--- src/rtl/apb_slave_interface.sv ---
// ============================================================================
// apb_slave_interface
// ----------------------------------------------------------------------------
// Purpose : APB slave that decodes a 256-byte region at BASE_ADDR and exposes
//           DEPTH 32-bit registers. Each transfer inserts WAIT_CYCLES wait
//           states. Address, direction and write data are latched in the
//           setup cycle and used unchanged for the rest of the transfer.
//
// Parameters
//   BASE_ADDR   : base of the decoded region (bits [7:0] ignored)
//   DEPTH       : number of 32-bit registers (power of two, 1..64)
//   WAIT_CYCLES : wait states per transfer (0..15)
//
// Ports
//   clk        in   1   rising-edge clock
//   reset      in   1   asynchronous active-low reset
//   psel_i     in   1   slave select
//   penable_i  in   1   access phase
//   paddr_i    in  32   byte address
//   pwrite_i   in   1   1 = write, 0 = read
//   pwdata_i   in  32   write data
//   pready_o   out  1   transfer completes this cycle
//   prdata_o   out 32   read data (0 unless completing a read hit)
//   pslverr_o  out  1   error response (meaningful only with pready_o)
//
// Configuration
//   APB_SLVERR_EN : when defined, pslverr_o flags an out-of-range access at
//                   completion; when undefined, pslverr_o is tied to 0.
// ============================================================================
module apb_slave_interface #(
    parameter logic [31:0] BASE_ADDR   = 32'hDEADCA00,
    parameter int          DEPTH       = 64,
    parameter int          WAIT_CYCLES = 1
) (
    input  logic        clk,
    input  logic        reset,
    input  logic        psel_i,
    input  logic        penable_i,
    input  logic [31:0] paddr_i,
    input  logic        pwrite_i,
    input  logic [31:0] pwdata_i,
    output logic        pready_o,
    output logic [31:0] prdata_o,
    output logic        pslverr_o
);

    localparam int IDX_W = (DEPTH > 1) ? $clog2(DEPTH) : 1;

    typedef enum logic {
        S_IDLE   = 1'b0,
        S_ACCESS = 1'b1
    } state_t;

    state_t             r_state;
    state_t             w_state_nxt;
    logic [3:0]         r_cnt;
    logic [3:0]         w_cnt_nxt;
    logic               w_latch;

    // Only word address bits are kept; byte lane bits play no part in decode.
    logic [31:2]        r_addr;
    logic               r_write;
    logic [31:0]        r_wdata;

    logic [31:0]        r_mem [DEPTH];

    logic               w_in_range;
    logic               w_hit;
    logic [IDX_W-1:0]   w_idx;
    logic               w_commit;
    logic               w_unused;

    assign w_unused = ^paddr_i[1:0];

    // ------------------------------------------------------------------
    // Address decode on the latched address
    // ------------------------------------------------------------------
    generate
        if (DEPTH >= 64) begin : g_full
            assign w_in_range = 1'b1;
        end else begin : g_part
            assign w_in_range = (r_addr[7:2] < 6'(DEPTH));
        end
    endgenerate

    assign w_hit = (r_addr[31:8] == BASE_ADDR[31:8]) && w_in_range;
    assign w_idx = r_addr[2 +: IDX_W];

    // ------------------------------------------------------------------
    // Handshake outputs
    // ------------------------------------------------------------------
    // pready_o also requires psel_i/penable_i so that a master dropping
    // psel_i mid-transfer never sees a completion (abort path).
    assign pready_o = (r_state == S_ACCESS) && (r_cnt == 4'd0) && psel_i && penable_i;
    assign prdata_o = (pready_o && !r_write && w_hit) ? r_mem[w_idx] : 32'd0;

`ifdef APB_SLVERR_EN
    assign pslverr_o = pready_o && !w_hit;
`else
    assign pslverr_o = 1'b0;
`endif

    assign w_commit = pready_o && r_write && w_hit;

    // ------------------------------------------------------------------
    // FSM next-state logic
    // ------------------------------------------------------------------
    // NOTE: every signal driven here gets a default first so no path can
    // leave it unassigned; that is what keeps this block free of latches.
    always_comb begin
        w_state_nxt = r_state;
        w_cnt_nxt   = r_cnt;
        w_latch     = 1'b0;
        case (r_state)
            S_IDLE: begin
                // penable_i without a preceding setup is ignored here.
                if (psel_i && !penable_i) begin
                    w_state_nxt = S_ACCESS;
                    w_cnt_nxt   = 4'(WAIT_CYCLES);
                    w_latch     = 1'b1;
                end
            end
            S_ACCESS: begin
                if (!psel_i || pready_o) begin
                    w_state_nxt = S_IDLE;
                end else if (r_cnt != 4'd0) begin
                    w_cnt_nxt = r_cnt - 4'd1;
                end
            end
            default: begin
                w_state_nxt = S_IDLE;
            end
        endcase
    end

    // ------------------------------------------------------------------
    // FSM state, wait counter and transfer latches
    // ------------------------------------------------------------------
    // NOTE: sequential state uses non-blocking assignments so every flop
    // samples the pre-edge values, independent of statement order.
    always_ff @(posedge clk or negedge reset) begin
        if (!reset) begin
            r_state <= S_IDLE;
            r_cnt   <= 4'd0;
            r_addr  <= '0;
            r_write <= 1'b0;
            r_wdata <= 32'd0;
        end else begin
            r_state <= w_state_nxt;
            r_cnt   <= w_cnt_nxt;
            if (w_latch) begin
                r_addr  <= paddr_i[31:2];
                r_write <= pwrite_i;
                r_wdata <= pwdata_i;
            end
        end
    end

    // ------------------------------------------------------------------
    // Register file
    // ------------------------------------------------------------------
    // NOTE: the register file is cleared by reset because software expects
    // every register to read 0 after reset; this forces a flop-based array
    // rather than a RAM macro.
    always_ff @(posedge clk or negedge reset) begin
        if (!reset) begin
            for (int i = 0; i < DEPTH; i++) begin
                r_mem[i] <= 32'd0;
            end
        end else if (w_commit) begin
            r_mem[w_idx] <= r_wdata;
        end
    end

endmodule
--- config.mk ---
export PLATFORM = sky130hd
export DESIGN_NAME = apb_slave_interface
export DESIGN_NICKNAME = d
export VERILOG_FILES = /design/src/rtl/apb_slave_interface.sv
export SDC_FILE = /design/constraint.sdc
export NUM_CORES = 2
export LEC_CHECK = 0
export ABC_CLOCK_PERIOD_IN_PS = 3530
export BUFFER_PORTS_ARGS = -buffer_cell sky130_fd_sc_hd__buf_2
export CORE_ASPECT_RATIO = 0.75
export CORE_MARGIN = 4
export CORE_UTILIZATION = 30
export CTS_CLUSTER_SIZE = 28
export DETAILED_ROUTE_END_ITERATION = 10
export GPL_TIMING_DRIVEN = 1
export PLACE_DENSITY = 0.44
export SLEW_MARGIN = 20
export SYNTH_ARGS = -nofsm -noshare
export SYNTH_HDL_FRONTEND = slang
export SYNTH_SLANG_ARGS = --single-unit
export TNS_END_PERCENT = 5
--- constraint.sdc ---
create_clock -name clk -period 3.53 [get_ports clk]
set_clock_uncertainty 0.15 [all_clocks]
set_input_delay 0.8825 -clock clk [delete_from_list [all_inputs] [get_ports clk]]
set_output_delay 0.8825 -clock clk [all_outputs]
set_load 0.005 [all_outputs]
# Word-level counts from Yosys, hierarchy flattened
# Index checks and enable logic that the tools add are counted.
# totals
word_cells	109
regBits	2116
inputBits	69
# op_classes
n_eq_ne	4
n_mux	15
n_bitwise	2
addsub	1
n_reduce_logical	16
n_lt_le_gt_ge	2
# op_table
operator	count
2048-bit bitwise mux	1
32-bit binary-select mux with 6-bit select	1
32-bit demux with 6-bit select	1
32-bit two-way mux	4
24-bit equality test (second input constant)	1
4-bit two-way mux	3
1-bit logical AND	9
4-bit case mux with 2 select lines	1
7-bit greater-or-equal comparator (second input constant)	1
7-bit by 1-bit less-than comparator with 1-bit output (second input constant)	1
6-bit NOT with 7-bit output	1
4-bit zero test	1
2-bit != test (second input constant)	2
4-bit nonzero test	1
4-bit by 1-bit subtractor with 4-bit output (second input constant)	1
1-bit zero test	3
1-bit two-way mux	3
3-bit AND reduction	1
2-bit by 1-bit != test with 1-bit output (second input constant)	1
1-bit case mux with 2 select lines	1
1-bit logical OR	1
1-bit NOT	1

# Depth between registers and ports, before layout
# logic_depth
word_depth	7
ltp_mapped	12
depth_no_buf	8

# Least setup slack after synthesis
# No wires, ideal clock.
# synth_timing
path_type	input to output
startpoint	in psel_i
endpoint	out prdata_o[1]
required_time_ns	2.497
n_path_buf	1
setup_slack_ns	0.176
path_stages	7
arrival_ns	2.322
path_cell_list	nand3_1 > nor4_4 > nand3_1 > clkbuf_1 > a21oi_1 > o21ai_0 > a2111oi_0
# synth_between
elab_chain_len	5
# synth_lines
element	line_no	rtl
from (decl)	37	input logic psel_i,
1-bit logical AND (2 in a row)	94	assign pready_o = (r_state == S_ACCESS) && (r_cnt == 4'd0) && psel_i && penable_i;
1-bit logical AND (2 in a row)	95	assign prdata_o = (pready_o && !r_write && w_hit) ? r_mem[w_idx] : 32'd0;
32-bit two-way mux	95	
to (decl)	43	output logic [31:0] prdata_o,
# Every way passes these cells.

# Final worst setup path
# layout_timing
startpoint	reg r_addr[2] in the netlist's numbering
endpoint	out prdata_o[30]
# layout_between
elab_chain_len	5
# layout_lines
element	line_no	rtl
from (decl)	61	logic [31:2] r_addr;
from (signal assigned)	152	r_addr <= paddr_i[31:2];
6-bit NOT with 7-bit output (implied by the code)	95	
32-bit binary-select mux with 6-bit select	95	
32-bit two-way mux (implied by the code) (2 in a row)	95	
32-bit two-way mux	95	
# Every way passes these cells. The select of a mux whose other input is x is not followed.

==> reports/qor.yml <==
floorplan:
  num_rows: 180
  start_util: 0.302
  dieWidth_um: 665
  core_um2: 322000
  die-area_um2: 333000
  die_h_um: 501
  num_io_pins: 103
clock_tree:
  clock_latency_ns: 0.92
  clk_path_buf_depth: 4
  htreeDepth: 4
  clk_pin_slew_worst_paths_ns: 0.06
  clock-sinks: 2116
  cts_made_buffers: 230
  cts_tree: "done"
  cts_root_buf: "clkbuf_16"
timing:
  final-setup-viol-count: 38
  max_freq_mhz: 201
  rsz0062_at_grt: "yes"
  setup_ws_ns: -1.45
  fin_crit_sh: 1.41
  final_max_slew_viol_count: 0
  slew_headroom: 0.219
  fin_crit_ns: 4.98
  final_hold_viol_count: 0
  tightest_slew_ns: 1.17
cells_and_area:
  drive_gt1_frac: 0.529
  stdcell_count: 11700
  multi_input_area_um2: 42100
  seq_area_um2: 53000
  syn2layout_area_growth_pct: 22.6
  num-nets-final: 7306
  fill_cells: 30400
synthesis:
  synth.net_count: 6757
  synth_edf_count: 0
  ys_warn_count: 0
  synth_cell_type_count: 74
  ys_seq_area_frac: 0.545
  yosys_most_used_dff: "dfrtp_1"
  synth_seq_cells: 2116
  syn_area_per_cell_um2: 14.5
  synthArstFlopShare: 1.00
  syn_inst: 6687
  syn_area_um2: 97200
detailed_routing:
  first_pass_iters: 6
  vias: 64100
  drc: 0
  vias_per_cell: 5.48
  antenna_left: 0
  dr.first_iter.drc_count: 5265
  drt-total-wl_mm: 399
  wl_per_cell_um: 34.1
power_and_ir_drop:
  p_total_mw: 66.5
  p_leak_nw: 57.4
  vdd_drop_max_mv: 0.455
  power_density_nw_per_um2: 558
grt:
  grt_first_pass_wirelength_mm: 555
  track_usage: 0.235
  met3_usage: 0.0399
  use_met1: 0.355
  antenna_found_initial: 31
  grt_pass1_vias: 66000
  top_usage_layer: "met1"
  gr-total-overflow: 0
  grtUsageMet2: 0.348
  grt_max_degree: 108
status:
  violations: "setup timing"
  status: "finished with violations"
setup_path:
  crit_chain: "buf_12, nor2b_1, buf_4, a21oi_1, o21ai_0, a222oi_1, o22ai_1, o31a_1, buf_2"
  required_ns: 2.50
  crit_arrival_ns: 3.94
  cpMaxStageDelayCell: "a222oi_1"
  cp_max_fo: 9
  endpoint_kind: "output port"
  slowest_delay_ns: 0.75
  critPathLaunchType: "flip-flop"
  critPathTopFamily: "compound AO/OA/AOI/OAI gates"
  path_class: "flip-flop to output port"
  crit_buf_inv: 3
placed_design:
  dp.cells: 11200
  hpwl_mm: 264
  place.gp.congestion: 0.847
  io_buffers: 99
run:
  cap_viol_max_count: 0
min_path:
  hold_class: "primary input to flip-flop"
## cell usage after synthesis (all sizes together), types with 3 or more instances
cell	instances	area [µm²]
nand4b	3	26.3
nand4bb	3	33.8
a32oi	5	43.8
a222oi	17	170
nand4	5	31.3
nand2b	9	56.3
a21oi	91	455
a2bb2oi	20	175
nand2	117	439
o2111a	6	67.6
o221ai	170	1490
nor4	12	96.3
or3	4	30.0
mux2i	165	1650
o2111ai	3	26.3
inv	6	22.5
and2	4	25.0
a31oi	5	31.3
o21ai	72	360
o22a	16	140
dfrtp	2116	53000
a22o	10	87.6
nor2	168	793
a2111oi	14	123
nor2b	10	62.6
mux2	2295	26700
mux4	203	4570
o211ai	8	60.1
a221oi	31	272
buf	357	2250
o22ai	236	1480
or2	5	31.3
a221o	14	140
a22oi	41	308
nor3	12	71.3
nand3	39	210
and3	8	50.1
a211oi	19	143
clkbuf	341	1280
## cell usage in the layout (no fill, tap or decap), types with 16 or more instances in the layout
cell type      instances
mux2_4               241
o22a_1                16
clkbuf_8              69
nand3_4               25
a2bb2oi_1             17
buf_6                 35
clkbuf_1              55
a21oi_1               82
o221ai_1             161
buf_4                589
mux2_2              1871
dfrtp_1             2081
o22ai_1              227
nand2_1               96
a221oi_1              21
clkinv_2              35
clkbuf_16            233
nor2_4                24
buf_12               259
o21ai_0               59
a222oi_1              17
a211oi_1              16
dfrtp_2               30
mux2i_1              162
mux4_2               203
buf_2                 94
dlygate4sd3_1         23
mux2_1               183
a22oi_1               37
nor2_1               128
## cells by family after synthesis
logic type,synth area share
flip-flops,0.545
AO/OA/AOI/OAI,0.0586
XOR/XNOR,0.000180
AND/OR/NAND/NOR,0.0208
adder cells (fa/ha/maj),0.000129
other,0.0000386
multiplexers,0.339
buffers and inverters,0.0366
## metrics by stage
step / hold WS, ns / TNS, ns / setup slack (ns) / instance area (µm²) / util
final: 0.0698 / -40.40 / -1.45 / 119000 / 0.371
after CTS: 0.000515 / -43.48 / -1.46 / 119000 / 0.370
after global placement: 0.312 / -31.23 / -1.51 / 110000 / 0.342
after global routing: 0.0296 / -43.80 / -1.49 / 119000 / 0.371
after floorplan: 0.302 / 0 / 0.176 / 97200 / -
after detailed placement: 0.322 / -30.74 / -1.34 / 110000 / 0.342
## worst register-to-register path, stage by stage (launching register included)
cell and delay (ns):
dfrtp_1 0.40, inv_1 0.07, ha_2 0.18, or3b_4 0.40, nor4_4 0.16, buf_6 0.17
and2_4 0.24, buf_6 0.20, nand4_1 0.60, buf_4 0.49, mux2_2 0.33
## final timing paths
path | cells after the start | slack (ns) | startpoint | to
max reg2reg | 10 | -0.01 | r_cnt[1] | r_mem[1457]
min | 2 | 0.07 | pwdata_i[0] | r_wdata[0]
max | 9 | -1.45 | r_addr[2] | prdata_o[30]
min in group asynchronous | 2 | 0.42 | reset | r_mem[1521]
max in group asynchronous | 3 | 1.50 | reset | r_wdata[24]
min reg2reg | 1 | 0.33 | r_mem[267] | r_mem[267]
## metal layers
metal  up-vias  wire length, µm
met4         0            11100
met5         -                0
met1     35500           193000
met3       514            24400
li1      26100                -
met2      2050           171000
## report_power, final
group	switching (mW)	internal, mW
Clock	10.6	14.3
Sequential	1.65	24.5
Combinational	9.78	5.74
## registers in the layout, summed over array words and instances, names as in the netlist
name,flops
r_mem,2048
r_wdata,32
r_state,1
r_cnt,4
r_write,1
r_addr,30
## what timing repair did
item	4_1_cts	5_1_grt
gates cloned	2	1
hold endpoints to repair	43	0
buffers inserted	20	5
resized for setup	189	52
pin swaps	37	25
setup endpoints to repair	82	111
hold buffers	23	0
## layout make-up
| class | instances | area share |
|---|---|---|
| Antenna cell | 6 | 0.000126 |
| Clock buffer | 356 | 0.0584 |
| Multi-Input combinational cell | 3865 | 0.353 |
| Timing Repair Buffer | 1015 | 0.0927 |
| Sequential cell | 2116 | 0.445 |
| Tap cell | 4277 | 0.0449 |
| Clock inverter | 60 | 0.00573 |
| Inverter | 8 | 0.000399 |
No activity file was read; power rests on OpenSTA's default activity.
